File: config.mk
export PLATFORM = sky130hd
export DESIGN_NAME = i2s_audio_out
export DESIGN_NICKNAME = d
export VERILOG_FILES = /design/src/rtl/audio_pkg.sv /design/src/rtl/sample_fifo.sv /design/src/rtl/i2s_audio_out.sv
export SDC_FILE = /design/constraint.sdc
export NUM_CORES = 1
export LEC_CHECK = 0
export BUFFER_PORTS_ARGS = -buffer_cell sky130_fd_sc_hd__buf_4
export CAP_MARGIN = 20
export CORE_MARGIN = 2
export CORE_UTILIZATION = 56
export CTS_CLUSTER_DIAMETER = 50
export DETAILED_ROUTE_END_ITERATION = 12
export PLACE_DENSITY = 0.82
export SYNTH_ARGS = -nofsm -noshare
export SYNTH_HDL_FRONTEND = slang
export SYNTH_SLANG_ARGS = --single-unit
File: constraint.sdc
create_clock -name CLK -period 4.3 [get_ports CLK]
set_input_delay 0.86 -clock CLK [delete_from_list [all_inputs] [get_ports CLK]]
set_output_delay 0.86 -clock CLK [all_outputs]
set_load 0.01 [all_outputs]
File: src/rtl/audio_pkg.sv
// Shared audio types and frame geometry for the I2S output path.
package audio_pkg;

   localparam int SAMPLE_W        = 32;
   localparam int SLOTS_PER_FRAME = 64;

   typedef logic signed [SAMPLE_W-1:0] sample_t;

endpackage

File: src/rtl/sample_fifo.sv
// Circular sample buffer between the synthesizer core and the I2S serializer.
module sample_fifo
   import audio_pkg::*;
#(
   parameter int DEPTH = 16
)
(
   input  logic                     CLK,
   input  logic                     RESET,
   input  logic                     push,
   input  logic                     pop,
   input  sample_t                  din,
   output sample_t                  dout,
   output logic [$clog2(DEPTH):0]   level,
   output logic                     full,
   output logic                     empty
);

   localparam int PTR_W = $clog2(DEPTH);

   sample_t            mem [0:DEPTH-1];
   logic [PTR_W-1:0]   wr_ptr_reg;
   logic [PTR_W-1:0]   rd_ptr_reg;
   logic [PTR_W:0]     count_reg;
   logic               push_ok;
   logic               pop_ok;

   assign full    = (count_reg == (PTR_W+1)'(DEPTH));
   assign empty   = (count_reg == '0);
   assign push_ok = push && !full;
   assign pop_ok  = pop && !empty;
   assign dout    = mem[rd_ptr_reg];
   assign level   = count_reg;

   always_ff @(posedge CLK) begin
      if (push_ok)
         mem[wr_ptr_reg] <= din;
   end

   // Pointers are exactly log2(DEPTH) wide, so they wrap without compare logic.
   always_ff @(posedge CLK) begin
      if (RESET) begin
         wr_ptr_reg <= '0;
         rd_ptr_reg <= '0;
         count_reg  <= '0;
      end else begin
         if (push_ok)
            wr_ptr_reg <= wr_ptr_reg + 1'b1;
         if (pop_ok)
            rd_ptr_reg <= rd_ptr_reg + 1'b1;
         case ({push_ok, pop_ok})
            2'b10:   count_reg <= count_reg + 1'b1;
            2'b01:   count_reg <= count_reg - 1'b1;
            default: count_reg <= count_reg;
         endcase
      end
   end

endmodule

File: src/rtl/i2s_audio_out.sv
// Mono master-mode I2S transmitter: FIFO-buffered samples, BCLK/LRCK generated from CLK.
module i2s_audio_out
   import audio_pkg::*;
#(
   parameter int DEPTH     = 16,
   parameter int BCLK_HALF = 8
)
(
   input  logic                     CLK,
   input  logic                     RESET,
   input  logic                     ENABLE,
   input  logic                     LD_FIFO,
   input  logic [SAMPLE_W-1:0]      TONE,
   output logic                     FIFO_FULL,
   output logic [$clog2(DEPTH):0]   LEVEL,
   output logic                     UNDERRUN,
   output logic                     OVERFLOW,
   output logic                     AUD_BCLK,
   output logic                     AUD_DACLRCK,
   output logic                     AUD_DACDAT
);

   localparam int          DIV_W     = $clog2(BCLK_HALF);
   localparam int          SLOT_W    = $clog2(SLOTS_PER_FRAME);
   localparam logic [SLOT_W-1:0] LAST_SLOT  = SLOT_W'(SLOTS_PER_FRAME - 1);
   localparam logic [SLOT_W-1:0] LEFT_MSB   = SLOT_W'(1);
   localparam logic [SLOT_W-1:0] RIGHT_MSB  = SLOT_W'(SLOTS_PER_FRAME / 2 + 1);

   logic [DIV_W-1:0]    div_cnt_reg;
   logic [SLOT_W-1:0]   slot_reg;
   logic [SLOT_W-1:0]   slot_next;
   sample_t             sample_reg;
   sample_t             shift_reg;
   sample_t             fifo_dout;
   logic                bclk_reg;
   logic                lrck_reg;
   logic                dat_reg;
   logic                underrun_reg;
   logic                overflow_reg;
   logic                div_wrap;
   logic                fe;
   logic                frame_start;
   logic                fifo_empty;
   logic                fifo_pop;

   sample_fifo #(.DEPTH(DEPTH)) u_fifo (
      .CLK   (CLK),
      .RESET (RESET),
      .push  (LD_FIFO),
      .pop   (fifo_pop),
      .din   (sample_t'(TONE)),
      .dout  (fifo_dout),
      .level (LEVEL),
      .full  (FIFO_FULL),
      .empty (fifo_empty)
   );

   assign div_wrap    = (div_cnt_reg == DIV_W'(BCLK_HALF - 1));
   assign fe          = ENABLE && div_wrap && bclk_reg;
   assign slot_next   = slot_reg + 1'b1;
   assign frame_start = fe && (slot_reg == LAST_SLOT);
   assign fifo_pop    = frame_start && !fifo_empty;

   always_ff @(posedge CLK) begin
      if (RESET) begin
         div_cnt_reg  <= '0;
         bclk_reg     <= 1'b0;
         slot_reg     <= LAST_SLOT;
         lrck_reg     <= 1'b0;
         dat_reg      <= 1'b0;
         shift_reg    <= '0;
         sample_reg   <= '0;
         underrun_reg <= 1'b0;
         overflow_reg <= 1'b0;
      end else begin
         overflow_reg <= LD_FIFO && FIFO_FULL;
         underrun_reg <= frame_start && fifo_empty;
         if (!ENABLE) begin
            // Parked at slot 0 so the first falling edge after enable starts a left word.
            div_cnt_reg <= '0;
            bclk_reg    <= 1'b0;
            slot_reg    <= '0;
            lrck_reg    <= 1'b0;
            dat_reg     <= 1'b0;
            shift_reg   <= '0;
            sample_reg  <= '0;
         end else begin
            div_cnt_reg <= div_wrap ? '0 : div_cnt_reg + 1'b1;
            if (div_wrap)
               bclk_reg <= !bclk_reg;
            if (fe) begin
               slot_reg <= slot_next;
               lrck_reg <= slot_next[SLOT_W-1];
               if (frame_start)
                  sample_reg <= fifo_empty ? '0 : fifo_dout;
               // MSB goes out one BCLK after each LRCK edge; slots 0/32 carry the old LSB.
               if (slot_next == LEFT_MSB || slot_next == RIGHT_MSB) begin
                  shift_reg <= sample_reg;
                  dat_reg   <= sample_reg[SAMPLE_W-1];
               end else begin
                  shift_reg <= shift_reg << 1;
                  dat_reg   <= shift_reg[SAMPLE_W-2];
               end
            end
         end
      end
   end

   assign UNDERRUN    = underrun_reg;
   assign OVERFLOW    = overflow_reg;
   assign AUD_BCLK    = bclk_reg;
   assign AUD_DACLRCK = lrck_reg;
   assign AUD_DACDAT  = dat_reg;

endmodule

==> flow_metrics.tcl, run 1 <==
set metrics [dict create \
    placed_cell_area_um2 25000 \
    clock_latency_ns 0.61 \
    synth_common_cells "edfxtp_1, mux4_2, dfxtp_1" \
    drt-vias-per-instance 6.60 \
    status "complete, no violations" \
    netlist_area_um2 23800 \
    diodes 0 \
    cp_max_fo 10 \
    clockBufferDepth 3 \
    drc_errors 0 \
    drt_iter0_markers 1402 \
    cts_root_buf "clkbuf_16" \
    antenna_found_initial 0 \
    dp_hpwl_um 29800 \
    synth-compound-area-share_pct 6.23 \
    ys_async_sr_fraction_pct 0 \
    post-cts-setup-buffers 0 \
    holdWs_ns 0.437 \
    h-tree-depth 2 \
    syn_to_final_growth_pct 12.8 \
    synth_top_family_by_area "multiplexers" \
    worstSetupPathType "reg -> reg" \
    clk_pin_slew_ns 0.06 \
    skew_ns 0.0302 \
    netlist-cell-type-count 46 \
    gp_congestion 0.784 \
    synthTopCellsByArea "edfxtp_1, mux4_2, dfxtp_1" \
    ir_drop_uv 306 \
    clock-sinks 606 \
    ys.warnings.count 0 \
    cp-start-kind "register" \
    yosysMostFrequentCell "edfxtp_1" \
    drtPass1Iterations 6 \
    nets 1372 \
    synth_top_flop_cell "edfxtp_1" \
    num_io_pins 47 \
    start_util_pct 56.8 \
    port_buffers 46 \
    routed_wl_um 52100 \
    std_cell_rows 75 \
    drv_cap 0 \
    grt_pass1_vias 12609 \
    ys_ff_latch 606 \
    ant_nets 0 \
    syn-num-nets 1313 \
    largest_reg_flops 512 \
    die_w_um 210 \
    crit_required_ns 4.79 \
    tritoncts "done" \
    die_area_um2 44200 \
    setup_violations 0 \
    dpl.cell_count 1805 \
    fmax_ghz 0.300 \
    tightestPinTransition_ns 1.14 \
    final.fill_count 2720 \
    slew_violations 0 \
    synthCells 1266 \
    track_usage_pct 23.9 \
    crit_arrival_ns 3.82 \
    drive_above_1_share_pct 28.3 \
    synth.mux.area_fraction_pct 15.0 \
    multi_input_area_um2 6330 \
    stdcell_count 1913 \
    cts_made_buffers 57 \
    hold_viol_final 0 \
    yosys.area_share.simple_pct 3.58 \
    fin_area_um2 26900 \
    cts-resized-gates 0 \
    hp-class "reg -> reg" \
    gr-total-overflow 0 \
    routedWlPerCell_um 27.2 \
    leakage_nw 8.39 \
    synth_edf_count 512 \
    rsz0062_at_grt "false" \
    hold_buffers 0 \
    utilization_pct 64.1 \
    finalWorstSetupSlack_ns 0.969 \
    dp_slack_ns 0.787 \
    grt_pass1_wl_um 78600 \
    slew_headroom_pct 23.7 \
    synth_seq_area_share_pct 72.4 \
    final.setup.tns_ns 0 \
    vias 12618 \
    p_per_area_nw_per_um2 437 \
    fp.dieH_um 210 \
    grt_max_degree 64 \
    coreArea_um2 41900 \
    synth_top_cell_area_share_pct 64.5 \
    power.total_mw 11.7 \
    postSynthAreaPerCell_um2 18.8 \
    synth-adder-area-share_pct 0.577 \
    synth_xor_area_share_pct 0.588 \
    fin_crit_sh_pct 77.5 \
    period_needed_ns 3.33 \
    end_kind "register" \
    yosysTopAreaCell "edfxtp_1" \
    seqCellArea_um2 17300 \
]
-- kinds of logic after synthesis --
kind of cell    after synthesis
buf+inv                      95
fa+ha+maj                    11
flops                       606
xor+xnor                     16
compound gates              183
mux                         198
simple gates                157
-- worst max-delay path: stages (launching register included) --
cell	delay, ns
dfxtp_1	0.34
ha_1	0.15
ha_1	0.29
nand3_2	0.15
a2111oi_4	0.53
ha_1	0.48
xor2_1	0.19
ha_1	0.23
nor3b_1	0.07
a21oi_1	0.13
nor2_1	0.06
a311oi_1	0.26
mux2_1	0.35
-- cell type report --
type / instances / area share [%]
clock buffers: 75 / 5.86
clock inverters: 33 / 1.04
inverters: 9 / 0.126
multi-input cells: 565 / 23.5
flip-flops and latches: 606 / 64.2
well taps: 539 / 2.51
repair buffers: 86 / 2.73
-- worst paths after layout --
path | startpoint | to | slack (ns) | cells past startpoint
worst max-delay path | div_cnt_reg[0] | u_fifo.level[2] | 0.97 | 12
worst min-delay path | div_cnt_reg[0] | div_cnt_reg[0] | 0.44 | 1
worst max register to register | div_cnt_reg[0] | u_fifo.level[2] | 0.97 | 12
worst min register to register | div_cnt_reg[0] | div_cnt_reg[0] | 0.44 | 1
-- placed cells by master (no fill, tap or decap), types with 5 or more instances in the layout --
cell,Yosys,layout
a21o_1,7,7
a21oi_1,40,40
a2bb2oi_1,32,32
buf_12,0,7
buf_4,1,79
clkbuf_1,68,10
clkbuf_16,0,59
clkinv_1,0,12
clkinv_2,0,6
dfxtp_1,94,91
edfxtp_1,512,512
ha_1,11,11
inv_1,9,9
mux2i_1,68,68
mux4_2,128,128
nand2_1,13,13
nand2b_1,5,5
nand4_1,7,7
nor2_1,68,55
nor2_4,0,13
nor3_2,1,5
nor3b_1,35,35
o21ai_1,30,30
o221a_2,62,62
xnor2_1,10,10
xor2_1,6,6
-- layer usage --
layer  global-route usage [%]  part of all wire (%)
met1                     34.2                    41
met3                     4.28                   8.2
met5                        0                     0
met2                     38.5                    49
met4                     6.68                   1.9
-- power breakdown --
part	leakage [nW]	switching [mW]	internal (mW)	total [mW]
Combinational	2.10	0.234	0.123	0.357
Clock	0.899	2.14	2.78	4.92
Sequential	5.39	0.0339	6.44	6.47
Total	8.39	2.41	9.34	11.7
Power figures use the tool's default switching activity.
==> run 2, diff against run 1 <==
- CORE_UTILIZATION: 56 -> 60
- PLACE_DENSITY: 0.82 -> 0.84
- clock period: 4.3 -> 3.38 ns (I/O delays scaled with it)
==> flow_metrics.tcl, run 2 (same netlist as run 1, synthesis figures left out) <==
set metrics [dict create \
    gp_congestion 0.794 \
    path_common_cell "ha_1" \
    p_per_area_nw_per_um2 553 \
    holdPathEnd "u_fifo.mem[11][15]" \
    hold_buffers 0 \
    status "complete, no violations" \
    nets 1378 \
    drv_cap 0 \
    grt_pass1_vias 12755 \
    cpMaxStageDelayCell "dfxtp_1" \
    coreArea_um2 39500 \
    r2r_cells 12 \
    h-tree-depth 2 \
    period_needed_ns 2.89 \
    cts-resized-gates 0 \
    cp_num_buf_inv 0 \
    fp.dieH_um 203 \
    r2r-end "u_fifo.level[2]" \
    hold_depth 1 \
    slew_violations 0 \
    clockBufferDepth 3 \
    drt-vias-per-instance 6.66 \
    antenna_found_initial 1 \
    slowest_delay_ns 0.35 \
    grt_max_degree 64 \
    end_kind "register" \
    clock_latency_ns 0.61 \
    drive_above_1_share_pct 28.1 \
    hold_viol_final 0 \
    crit_start "div_cnt_reg[0]" \
    cp-start-kind "register" \
    num_io_pins 47 \
    tritoncts "done" \
    hp-class "in -> reg" \
    largest_reg_flops 512 \
    cp_max_fo 6 \
    skew_ns 0.0207 \
    r2r-start "div_cnt_reg[0]" \
    clock-sinks 606 \
    track_usage_pct 25.6 \
    ant_nets 0 \
    setup_violations 0 \
    holdCritStartpoint "TONE[15]" \
    reg2reg_setup_slack_ns 0.49 \
    crit_arrival_ns 3.38 \
    slew_headroom_pct 51.0 \
    die_area_um2 41300 \
    grt_pass1_wl_um 78200 \
    clk_pin_slew_ns 0.06 \
    cts_root_buf "clkbuf_16" \
    cp_top_family "adder cells" \
    routed_wl_um 51800 \
    layout_commonest_cell "edfxtp_1" \
    gr-total-overflow 0 \
    rsz0062_at_grt "false" \
    final.setup.tns_ns 0 \
    fin_area_um2 27100 \
    final.fill_count 2389 \
    worstSetupPathType "reg -> reg" \
    port_buffers 46 \
    dp_hpwl_um 27900 \
    die_w_um 203 \
    drc_errors 0 \
    seqCellArea_um2 17300 \
    tightestPinTransition_ns 0.735 \
    cp_cell_sequence "ha_1 > ha_1 > nand3_2 > a2111oi_4 > ha_1 > xor2_1 > ha_1 > nor3b_1 > a21oi_1 > nor2_1 > a311oi_1 > mux2_1" \
    drtPass1Iterations 5 \
    fin_crit_sh_pct 85.5 \
    placed_cell_area_um2 25200 \
    start_util_pct 60.4 \
    drt_iter0_markers 1588 \
    post-cts-setup-buffers 0 \
    multi_input_area_um2 6350 \
    syn_to_final_growth_pct 13.5 \
    std_cell_rows 73 \
    final_cell_mix "edfxtp_1, mux4_2, dfxtp_1, buf_4, mux2i_1" \
    fmax_ghz 0.346 \
    vias 12703 \
    routedWlPerCell_um 27.2 \
    leakage_nw 8.42 \
    ir_drop_uv 569 \
    cts_made_buffers 58 \
    crit_required_ns 3.87 \
]
[run 2: report_power, final]
group / total [mW] / switching, mW / leakage [nW] / internal (mW)
registers: 8.24 / 0.0436 / 5.39 / 8.19
logic: 0.441 / 0.280 / 2.14 / 0.161
clock network: 6.29 / 2.69 / 0.895 / 3.60
total: 15.0 / 3.01 / 8.42 / 12.0
[run 2: area by class of cell]
| class | count | area share [%] |
|---|---|---|
| clock buffer | 88 | 6.08 |
| clock inverter | 21 | 0.758 |
| tap | 525 | 2.43 |
| sequential | 606 | 63.8 |
| timing repair buffer | 91 | 3.31 |
| multi-input combinational | 565 | 23.5 |
| antenna | 1 | 0.00925 |
| inverter | 9 | 0.125 |
[run 2: metrics by stage]
stage | power (mW) | utilization, % | instances | hold WS (ns) | setup WS (ns)
floorplan | 8.61 | - | 1266 | 0.404 | 0.212
global placement | 8.80 | 63.9 | 1796 | 0.410 | 0.522
detailed placement | 8.83 | 63.9 | 1796 | 0.455 | 0.486
CTS | 15.0 | 68.6 | 1905 | 0.325 | 0.505
global route | 15.3 | 68.6 | 1906 | 0.351 | 0.284
finish | 15.0 | 68.6 | 1906 | 0.349 | 0.491
[run 2: metal layers]
metal / wire (um) / GRT usage (%) / vias up
met5: 0 / 0 / -
met4: 1810 / 9.88 / 0
met3: 4720 / 5.29 / 122
met2: 25400 / 41.3 / 693
met1: 19900 / 34.9 / 6553
li1: - / - / 5335
[run 2: worst max path at each step]
| stage | cells past startpoint | to | slack (ns) |
|---|---|---|---|
| 2_1_floorplan | 3 | u_fifo.mem[15][0] | 0.21 |
| 5_1_grt | 12 | u_fifo.level[2] | 0.28 |
| 6_report | 12 | u_fifo.level[2] | 0.49 |
| 3_5_place_dp | 11 | u_fifo.level[2] | 0.49 |
| 4_1_cts | 12 | u_fifo.level[2] | 0.51 |
| 3_3_place_gp | 11 | u_fifo.level[2] | 0.52 |
